<file path="src/rtl/spi_frame_loader.sv">
// SPI mode-0 slave that unpacks 12-bit channel values (two channels per three bytes)
// into framebuffer writes and reports each transaction as a complete frame or an error.
`timescale 1ns/1ps
module spi_frame_loader #(
   parameter int unsigned c_ledboards = 30,
   parameter int unsigned c_bpc       = 12,
   parameter int unsigned c_addr_w    = $clog2(c_ledboards*32)
) (
   input  logic                i_clk,
   input  logic                i_rst_n,
   input  logic                i_sck,
   input  logic                i_csn,
   input  logic                i_mosi,
   output logic                o_wen,
   output logic [c_addr_w-1:0] o_waddr,
   output logic [c_bpc-1:0]    o_wdata,
   output logic                o_frame_done,
   output logic                o_err,
   output logic                o_busy
);

   localparam int unsigned c_channels = c_ledboards*32;
   localparam logic [c_addr_w:0] cnt_full = (c_addr_w+1)'(c_channels);

   typedef enum logic [1:0] {IDLE, CMD, DATA, DRAIN} state_t;

   logic [1:0] sck_s, csn_s, mosi_s, valid;
   logic       sck_prev, csn_prev, sck_rise, csn_fall, csn_rise, mosi_q, armed;

   state_t        state;
   logic [2:0]    bitcnt;
   logic [6:0]    shift;
   logic [1:0]    phase;
   logic [7:0]    b0;
   logic [3:0]    nib;
   logic [c_addr_w:0] cnt;
   logic          bad, ovf;

   logic [7:0]        byte_next;
   logic [c_addr_w:0] cnt_nxt;

   assign byte_next = {shift, mosi_q};
   assign cnt_nxt   = cnt + 1'b1;

   // valid marks when csn_s[1] holds a real pin sample rather than its reset value,
   // so CSn held low through reset never arms the receiver.
   always_ff @(posedge i_clk or negedge i_rst_n) begin
      if (!i_rst_n) begin
         sck_s    <= 2'b00;
         csn_s    <= 2'b11;
         mosi_s   <= 2'b00;
         valid    <= 2'b00;
         sck_prev <= 1'b0;
         csn_prev <= 1'b1;
         sck_rise <= 1'b0;
         csn_fall <= 1'b0;
         csn_rise <= 1'b0;
         mosi_q   <= 1'b0;
         armed    <= 1'b0;
      end else begin
         sck_s    <= {sck_s[0], i_sck};
         csn_s    <= {csn_s[0], i_csn};
         mosi_s   <= {mosi_s[0], i_mosi};
         valid    <= {valid[0], 1'b1};
         sck_prev <= sck_s[1];
         csn_prev <= csn_s[1];
         sck_rise <= sck_s[1] & ~sck_prev;
         csn_fall <= ~csn_s[1] & csn_prev;
         csn_rise <= csn_s[1] & ~csn_prev;
         mosi_q   <= mosi_s[1];
         if (valid[1] && csn_s[1])
            armed <= 1'b1;
      end
   end

   always_ff @(posedge i_clk or negedge i_rst_n) begin
      if (!i_rst_n) begin
         state        <= IDLE;
         bitcnt       <= '0;
         shift        <= '0;
         phase        <= '0;
         b0           <= '0;
         nib          <= '0;
         cnt          <= '0;
         bad          <= 1'b0;
         ovf          <= 1'b0;
         o_wen        <= 1'b0;
         o_waddr      <= '0;
         o_wdata      <= '0;
         o_frame_done <= 1'b0;
         o_err        <= 1'b0;
         o_busy       <= 1'b0;
      end else begin
         o_wen        <= 1'b0;
         o_frame_done <= 1'b0;
         o_err        <= 1'b0;
         if (state == IDLE) begin
            if (csn_fall && armed) begin
               state  <= CMD;
               o_busy <= 1'b1;
               bitcnt <= '0;
               phase  <= '0;
               cnt    <= '0;
               bad    <= 1'b0;
               ovf    <= 1'b0;
            end
         end else if (csn_rise) begin
            state  <= IDLE;
            o_busy <= 1'b0;
            bitcnt <= '0;
            phase  <= '0;
            bad    <= 1'b0;
            ovf    <= 1'b0;
            if (cnt == cnt_full && !bad && !ovf)
               o_frame_done <= 1'b1;
            else
               o_err <= 1'b1;
         end else if (sck_rise) begin
            shift  <= byte_next[6:0];
            bitcnt <= bitcnt + 3'd1;
            if (bitcnt == 3'd7) begin
               case (state)
                  CMD: begin
                     if (byte_next == 8'h01) begin
                        state <= DATA;
                        cnt   <= '0;
                     end else begin
                        state <= DRAIN;
                        bad   <= 1'b1;
                     end
                  end
                  DATA: begin
                     case (phase)
                        2'd0: begin
                           b0    <= byte_next;
                           phase <= 2'd1;
                        end
                        2'd1: begin
                           o_wen   <= 1'b1;
                           o_waddr <= cnt[c_addr_w-1:0];
                           o_wdata <= {b0, byte_next[7:4]};
                           nib     <= byte_next[3:0];
                           cnt     <= cnt_nxt;
                           phase   <= 2'd2;
                           if (cnt_nxt == cnt_full)
                              state <= DRAIN;
                        end
                        default: begin
                           o_wen   <= 1'b1;
                           o_waddr <= cnt[c_addr_w-1:0];
                           o_wdata <= {nib, byte_next};
                           cnt     <= cnt_nxt;
                           phase   <= 2'd0;
                           if (cnt_nxt == cnt_full)
                              state <= DRAIN;
                        end
                     endcase
                  end
                  default: ovf <= 1'b1;
               endcase
            end
         end
      end
   end

endmodule

</file>
<file path="config.mk">
export PLATFORM = sky130hd
export DESIGN_NAME = spi_frame_loader
export DESIGN_NICKNAME = d
export VERILOG_FILES = /design/src/rtl/spi_frame_loader.sv
export SDC_FILE = /design/constraint.sdc
export NUM_CORES = 1
export LEC_CHECK = 0
export CELL_PAD_IN_SITES_DETAIL_PLACEMENT = 0
export CELL_PAD_IN_SITES_GLOBAL_PLACEMENT = 2
export CORE_MARGIN = 10
export CORE_UTILIZATION = 35
export CTS_CLUSTER_DIAMETER = 30
export CTS_CLUSTER_SIZE = 16
export DETAILED_ROUTE_END_ITERATION = 16
export PLACE_DENSITY_LB_ADDON = 0.1
export SETUP_SLACK_MARGIN = 0.5
export SLEW_MARGIN = 20
export SYNTH_ARGS = -nofsm -noshare
export SYNTH_HDL_FRONTEND = slang
export SYNTH_SLANG_ARGS = --single-unit
</file>
<file path="constraint.sdc">
create_clock -name i_clk -period 2 [get_ports i_clk]
set_input_delay 0.2 -clock i_clk [delete_from_list [all_inputs] [get_ports i_clk]]
set_output_delay 0.2 -clock i_clk [all_outputs]
set_load 0.1 [all_outputs]
</file>
[Word level (Yosys, flattened, before mapping)]
Index checks and enable logic that the tools add are counted.
Operators by class
  add/subtract/negate cells: 2
  multiplexer cells: 56
  reductions and logical operators: 29
  equal/unequal tests: 15
  bitwise logic cells: 9
Operators by type and width (count)
  $mux W11: 7
  $mux W1: 28
  $mux W2: 13
  $pmux W12 S2: 1
  $reduce_and A6 Y1: 4
  $eq A11 B10 Y1 const B: 2
  $pmux W11 S2: 1
  $reduce_bool A3 Y1: 5
  $mux W3: 4
  $add A11 B1 Y11 const B: 1
  $ne A3 B3 Y1 const B: 3
  $eq A8 B1 Y1 const B: 1
  $ne A4 B4 Y1 const B: 2
  $pmux W2 S2: 2
  $reduce_and A4 Y1: 2
  $reduce_and A7 Y1: 1
  $not A1 Y1: 6
  $reduce_bool A2 Y1: 3
  $reduce_and A5 Y1: 1
  $eq A2 B1 Y1 const B: 2
  $logic_and A1 B1 Y1: 4
  $logic_not A2 Y1: 2
  $ne A2 B1 Y1 const B: 2
  $reduce_and A2 Y1: 2
  9 further kinds: 12
Storage, ports and cells
  bits in registers: 80
  output and inout port bits: 26

[Depth between registers and ports, before layout]
Gate-level depths: netlist (run 1).
  depth in word-level cells: 9
  mapped depth: 10
  depth with buffers taken out: 7

[Worst setup path before layout (run 1)]
No wires, ideal clock.
  path type: reg-to-reg
  from: register state[0]
  to: register o_waddr[6]
  required time: 1.875 ns
  stages on the path, launching flop included: 10
  data arrival time: 1.996 ns
  period minus slack after synthesis: 2.121 ns
  path buffers: 3
  slack: -0.121 ns
  cell sequence: dfrtp_1 inv_1 ha_1 buf_2 nor3b_2 buf_4 nand3_2 a21oi_4 buf_4 mux2_2
Between the ends
  longest elaborated chain between the ends: 3
  elaborated cells between the ends (all ways): 4
  those cells by class: eq/ne (1); bitwise (1); reduce/logical (2)
Ends and longest elaborated chain
  start, declared: RTL line 30  | state_t state;
  start signal, assigned: RTL line 78  | state <= IDLE;
  start signal, assigned: RTL line 99  | state <= CMD;
  start signal, assigned: RTL line 108  | state <= IDLE;
  $logic_not A2 Y1: RTL line 97  | if (state == IDLE) begin
  $not A1 Y1 (no source line)
  $reduce_and A6 Y1 (no source line) *
  end signal, assigned: RTL line 140  | o_waddr <= cnt[c_addr_w-1:0];
  end signal, assigned: RTL line 150  | o_waddr <= cnt[c_addr_w-1:0];
  end, declared: RTL line 15  | output logic [c_addr_w-1:0] o_waddr,
Mark *: on every way between the ends. The rest lies on a longest branch, timed or not.
A chain may end at the register's enable or synchronous reset.

[Worst setup path after layout (run 1)]
  from: register state[0]
  to: register cnt[6]
Between the ends
  longest elaborated chain between the ends: 6
  elaborated cells between the ends (all ways): 16
  those cells by class: eq/ne (6); mux (5); reduce/logical (5)
Ends and longest elaborated chain
  $eq A2 B2 Y1 or $eq A2 B1 Y1 (tied branches): RTL line 122  | case (state)
  $pmux W11 S2: RTL line 122
  $mux W11: RTL line 121  | if (bitcnt == 3'd7) begin
  $mux W11: RTL line 118  | end else if (sck_rise) begin
  $mux W11: RTL line 107  | end else if (csn_rise) begin
  $mux W11: RTL line 97
  end signal, assigned: RTL line 143  | cnt <= cnt_nxt;
  end signal, assigned: RTL line 152  | cnt <= cnt_nxt;
  end, declared: RTL line 36  | logic [c_addr_w:0] cnt;
Parallel ways exist; a longest one is shown, timed or not. The select of a mux whose other input is x is not followed.

==> flow_metrics.py, run 1 <==
metrics = {
    "sta": {
        "fin_crit_sh": 0.945,
        "maxSlewViolCount": 0,
        "hold_violations": 0,
        "clock.fmax_mhz": 529,
        "rsz0062_at_grt": "yes",
        "finalSetupViolCount": 0,
        "fin_crit_ns": 1.89,
        "tns_ns": 0,
        "skew_ns": 0.0172,
    },
    "cells_and_area": {
        "final_nets": 398,
        "fill_cells": 916,
        "layout_commonest_cell": "dfrtp_1",
        "syn2layout_area_growth_pct": 42.5,
        "drive_gt1_frac": 0.485,
        "diodes": 0,
        "final_cell_mix": "77 x dfrtp_1, 69 x buf_4, 20 x mux2_4",
        "fin_area_sq_um": 4990,
        "ff_latch_area_sq_um": 2010,
        "utilization": 0.510,
        "instances_no_fill": 523,
        "multi_input_area_sq_um": 1780,
    },
    "power": {
        "ir_drop_mv": 0.615,
        "power_leakage_nw": 2.22,
        "power_mw": 4.10,
        "p_per_area_nw_per_um2": 823,
    },
    "worst_setup_path": {
        "cp-end-kind": "flip-flop",
        "reg2reg_slack_ns": 0.11,
        "rr_startpoint": "state[0]",
        "r2r_cells": 9,
        "critPathSlowestCell": "dfrtp_1",
        "slowest_delay_ns": 0.37,
        "critical_path.max_fanout": 7,
        "worstSetupPathType": "reg -> reg",
        "worstPathRequired_ns": 2.24,
        "rr_endpoint": "cnt[6]",
        "cp_top_family": "simple AND/OR/NAND/NOR gates",
        "crit_cells": 9,
        "crit_buf_inv": 3,
        "start_kind": "flip-flop",
        "worstPathCellList": "inv_2 -> ha_4 -> nor3b_4 -> buf_6 -> nor3b_4 -> a21boi_2 -> or2_4 -> buf_6 -> o22a_1",
        "critPathArrivalTime_ns": 2.13,
    },
    "logic_synthesis": {
        "syn_avg_cell_area_sq_um": 11.9,
        "synth_warnings": 0,
        "async_reset_ff_frac": 1.00,
        "synth-edff-count": 0,
        "syn_area_sq_um": 3500,
        "synthFlopType": "dfrtp_1",
        "syn_nets": 308,
        "synth_top_area_frac": 0.551,
        "syn_inst": 295,
        "ys_types": 50,
        "synth_area_leader_cell": "dfrtp_1",
        "ys_seq_area_frac": 0.573,
        "ys_top_cells_by_area": "dfrtp_1 55%, mux2_2 8.7%, mux2i_1 3.4%",
        "synth-seq-cells": 80,
    },
    "placed_design": {
        "gp_congestion": 0.816,
        "portBuffers": 30,
        "dpl.cell_count": 487,
        "placed_cell_area_sq_um": 4190,
        "hpwl_um": 5670,
    },
    "drt": {
        "drtPass1Iterations": 4,
        "finalWirelength_um": 8780,
        "ant_nets": 0,
        "drc_errors": 0,
        "viasPerCell": 4.96,
        "drtIter0Drc": 113,
        "wl_per_cell_um": 16.8,
        "dr_total_vias": 2593,
    },
    "clocking": {
        "clkSinkCount": 80,
        "clkTransAtPathRegs_ns": 0.09,
        "cts_tree": "done",
        "cts_buffer_depth": 2,
        "clk_latency_ns": 0.36,
        "htreeDepth": 3,
        "cts_buffers": 9,
        "cts-root-buf": "clkbuf_8",
    },
    "global_routing": {
        "grt_util_all_layers": 0.121,
        "antenna_found_initial": 0,
        "grt_first_pass_wirelength_um": 14000,
        "grt_max_degree": 34,
        "grt_overflow": 0,
        "grt_pass1_vias": 2626,
    },
    "worst_hold_path": {
        "min-delay-path-class": "in -> reg",
        "min_path_cells": 1,
        "holdCritStartpoint": "i_csn",
        "min_delay_worst_endpoint": "csn_s[0]",
    },
    "die": {
        "die_area_sq_um": 14400,
        "initial_core_util": 0.358,
        "ios": 31,
        "num_rows": 36,
        "fp.dieW_um": 120,
        "fp.dieH_um": 120,
        "core_area_sq_um": 9770,
    },
    "outcome": {
        "status": "finished clean",
    },
    "run": {
        "max_cap_violations": 0,
    },
}
-- cells by family (layout without fill, tap and decap cells) --
family          count (synthesis)  after routing  synth area share
compound gates                 56             56             0.112
xor+xnor                        1              1           0.00250
fa+ha+maj                       8              8            0.0286
buf+inv                        20            115            0.0257
flops                          80             80             0.573
mux                            41             41             0.128
other cells                     1              1           0.00107
simple gates                   88             88             0.130
-- per-stage QoR --
| stage | setup slack [ns] | hold slack, ns |
|---|---|---|
| final | 0.110 | 0.243 |
| after global routing | 0.0180 | 0.239 |
| after CTS | 0.115 | 0.232 |
| after detailed placement | 0.0475 | 0.183 |
| after global placement | 0.0977 | 0.180 |
| after floorplan | 0.0127 | -0.0956 |
-- where the power goes --
part	internal, mW	switching, mW	leakage (nW)
Sequential	1.74	0.0790	1.07
Clock	0.461	0.636	0.0862
Combinational	0.563	0.620	1.07
-- cell usage after synthesis, types with 2 or more instances --
| library cell | instances |
|---|---|
| dfstp_2 | 3 |
| o21ai_0 | 10 |
| inv_1 | 10 |
| ha_1 | 8 |
| mux2i_1 | 12 |
| o21a_1 | 2 |
| dfrtp_1 | 77 |
| a31oi_1 | 4 |
| o21bai_1 | 2 |
| nor3_1 | 3 |
| nor2b_1 | 6 |
| a21oi_1 | 17 |
| a21o_1 | 2 |
| nand4_1 | 6 |
| nand3_1 | 11 |
| nand2b_1 | 2 |
| o31ai_1 | 2 |
| and2_1 | 2 |
| nor3b_2 | 2 |
| buf_2 | 3 |
| nor2_1 | 28 |
| nor4_1 | 2 |
| o22a_1 | 7 |
| nand2_1 | 17 |
| mux2_1 | 2 |
| clkbuf_1 | 3 |
| buf_4 | 3 |
| mux2_2 | 27 |
-- what timing repair did --
item | 4_1_cts | 5_1_grt
setup buffers | 8 | 5
endpoints found under the setup margin | 59 | 60
gates resized for setup | 29 | 72
pin swaps | 4 | 1
hold buffers | 1 | 0
hold endpoints to repair | 30 | 0
gates cloned | 3 | 3
-- cell type report --
| type | instances | area share |
|---|---|---|
| inverter | 10 | 0.00753 |
| tap | 133 | 0.0334 |
| clock buffer | 9 | 0.0248 |
| clock inverter | 7 | 0.0110 |
| multi-input combinational | 195 | 0.356 |
| timing repair buffer | 89 | 0.165 |
| sequential | 80 | 0.402 |
-- how the worst max path moves through the flow --
| stage | to | slack [ns] | from |
|---|---|---|---|
| after floorplan | o_waddr[5] | 0.01 | state[0] |
| after global placement | cnt[1] | 0.1 | state[0] |
| after detailed placement | cnt[7] | 0.05 | state[1] |
| after CTS | cnt[7] | 0.11 | state[1] |
| after global routing | cnt[7] | 0.02 | state[0] |
| final | cnt[6] | 0.11 | state[0] |
-- layer usage --
metal / global-route usage / routed length, um
met1: 0.164 / 4290
met2: 0.181 / 4030
met3: 0.0413 / 342
met4: 0.0332 / 106
met5: 0 / 0
-- state kept, by name, indices dropped and copies added (netlist names), 2 cells and up --
| signal | flops |
|---|---|
| o_wdata | 12 |
| bitcnt | 3 |
| csn_s | 2 |
| phase | 2 |
| nib | 4 |
| cnt | 11 |
| o_waddr | 10 |
| shift | 7 |
| mosi_s | 2 |
| sck_s | 2 |
| state | 2 |
| b0 | 8 |
| valid | 2 |
Note: power is estimated with default switching activity, not from simulation.
==> inputs of run 2 (changes only) <==
--- a/config.mk
+++ b/config.mk
@@ -5,6 +5,7 @@
 export SDC_FILE = /design/constraint.sdc
 export NUM_CORES = 1
 export LEC_CHECK = 0
+export CAP_MARGIN = 0
 export CELL_PAD_IN_SITES_DETAIL_PLACEMENT = 0
 export CELL_PAD_IN_SITES_GLOBAL_PLACEMENT = 2
 export CORE_MARGIN = 10
@@ -12,6 +13,7 @@
 export CTS_CLUSTER_DIAMETER = 30
 export CTS_CLUSTER_SIZE = 16
 export DETAILED_ROUTE_END_ITERATION = 16
+export MAX_ROUTING_LAYER = met4
 export PLACE_DENSITY_LB_ADDON = 0.1
 export SETUP_SLACK_MARGIN = 0.5
 export SLEW_MARGIN = 20
==> run 2 against run 1 <==
  * Highest routed layer unchanged
  * Design area shrank 1.1%
  * Combinational power shrank 5%
  * Largest cell class unchanged
  * Sequential power about the same
  * Sequential share of layout area grew 0.46 points
  * Critical endpoint unchanged
  * Maximum frequency is 0.15% higher
  * Cell count is 0.38% lower
==> flow_metrics.py, run 2 (synthesis gave the netlist of run 1 again) <==
metrics = {
    "sta": {
        "finalSetupViolCount": 0,
        "hold_violations": 0,
        "clock.fmax_mhz": 530,
        "worst_hold_slack_ns": 0.243,
        "rsz0062_at_grt": "yes",
        "skew_ns": 0.0178,
        "maxSlewViolCount": 0,
        "tns_ns": 0,
        "fin_crit_ns": 1.89,
        "fin_crit_sh": 0.943,
    },
    "die": {
        "die_area_sq_um": 14400,
        "num_rows": 36,
        "fp.dieW_um": 120,
        "ios": 31,
        "fp.dieH_um": 120,
        "initial_core_util": 0.358,
        "core_area_sq_um": 9770,
    },
    "global_routing": {
        "antenna_found_initial": 0,
        "grt_overflow": 0,
        "grt_util_all_layers": 0.125,
        "grt_first_pass_wirelength_um": 14000,
        "grt_pass1_vias": 2623,
        "grt_max_degree": 34,
    },
    "worst_hold_path": {
        "min_delay_worst_endpoint": "csn_s[0]",
        "min_path_cells": 1,
        "holdCritStartpoint": "i_csn",
        "min-delay-path-class": "in -> reg",
    },
    "drt": {
        "drc_errors": 0,
        "drtPass1Iterations": 4,
        "drtIter0Drc": 130,
        "dr_total_vias": 2571,
        "finalWirelength_um": 8730,
        "viasPerCell": 4.93,
        "ant_nets": 0,
        "wl_per_cell_um": 16.8,
    },
    "worst_setup_path": {
        "reg2reg_slack_ns": 0.11,
        "rr_startpoint": "state[0]",
        "slowest_delay_ns": 0.37,
        "cp_top_family": "simple AND/OR/NAND/NOR gates",
        "worstSetupPathType": "reg -> reg",
        "critPathArrivalTime_ns": 2.13,
        "start_kind": "flip-flop",
        "critical_path.max_fanout": 7,
        "crit_buf_inv": 3,
        "rr_endpoint": "cnt[6]",
        "cp-end-kind": "flip-flop",
        "worstPathRequired_ns": 2.24,
        "critPathSlowestCell": "dfrtp_1",
        "worstPathCellList": "inv_2 -> ha_4 -> nor3b_4 -> buf_6 -> nor3b_4 -> a21boi_2 -> or2_4 -> buf_6 -> o22a_1",
        "r2r_cells": 9,
    },
    "cells_and_area": {
        "multi_input_area_sq_um": 1730,
        "instances_no_fill": 521,
        "final_cell_mix": "77 x dfrtp_1, 67 x buf_4, 20 x mux2_4",
        "largest-register": "o_wdata",
        "layout_commonest_cell": "dfrtp_1",
        "largest_reg_flops": 12,
        "syn2layout_area_growth_pct": 40.9,
        "drive_gt1_frac": 0.469,
        "fill_cells": 919,
        "ff_latch_area_sq_um": 2010,
        "diodes": 0,
        "reg_top3": "o_wdata x12, cnt x11, o_waddr x10",
        "final_nets": 396,
    },
    "power": {
        "ir_drop_mv": 0.801,
        "p_per_area_nw_per_um2": 819,
        "power_mw": 4.04,
        "power_leakage_nw": 2.20,
    },
    "clocking": {
        "clkSinkCount": 80,
        "cts_buffer_depth": 2,
        "htreeDepth": 3,
        "cts_buffers": 9,
        "clkTransAtPathRegs_ns": 0.09,
        "cts_tree": "done",
        "clk_latency_ns": 0.36,
        "cts-root-buf": "clkbuf_8",
    },
    "outcome": {
        "status": "finished clean",
    },
    "run": {
        "max_cap_violations": 0,
    },
    "placed_design": {
        "hpwl_um": 5670,
        "gp_congestion": 0.828,
        "dpl.cell_count": 487,
        "portBuffers": 30,
    },
}
## run 2: cell types whose count changed in the layout (fill, tap and decap cells not counted), moves of 2 or more
cell,change
nand2_2,-2
nand2_1,+2
o21bai_4,-2
buf_4,-2
## run 2: how the worst max path moves through the flow
stage	slack, ns	start	end	depth (start not counted)
6_report	0.11	state[0]	cnt[6]	9
5_1_grt	0.02	csn_rise	state[1]	6
4_1_cts	0.11	state[1]	cnt[7]	9
2_1_floorplan	0.01	state[0]	o_waddr[5]	9
3_5_place_dp	0.05	state[1]	cnt[7]	9
3_3_place_gp	0.1	state[0]	cnt[1]	8
## run 2: final cells by class
type	count	share of cell area
clock inverters	7	0.0112
well taps	133	0.0338
multi-input cells	195	0.352
flip-flops and latches	80	0.407
repair buffers	87	0.164
clock buffers	9	0.0251
inverters	10	0.00761
## run 2: per-stage QoR
stage,area (sq um),util,setup slack [ns]
after detailed placement,4190,0.428,0.0475
after global placement,4190,0.428,0.0977
after global routing,4930,0.504,0.0167
after floorplan,3550,-,0.0127
final,4930,0.504,0.113
after CTS,4580,0.469,0.115
## run 2: metal layers
metal  GRT usage  share of wire  up-vias
li1            -              -     1223
met1       0.163           0.48     1294
met2       0.182           0.46       48
met3      0.0403          0.041        6
met4      0.0332          0.011        0
met5           -              0        -
## run 2: timing repair
action | 4_1_cts | 5_1_grt
hold buffers | 1 | 0
endpoints found under the setup margin | 59 | 60
cloned | 3 | 3
pin swaps | 4 | 1
gates resized for setup | 29 | 64
buffers inserted | 8 | 3
endpoints found under the hold margin | 30 | 0
## run 2: report_power, final
part           leakage [nW]  switching (mW)  internal, mW  total [mW]
clock network        0.0862           0.633         0.461        1.09
logic                  1.05           0.596         0.523        1.12
registers              1.07          0.0780          1.74        1.82
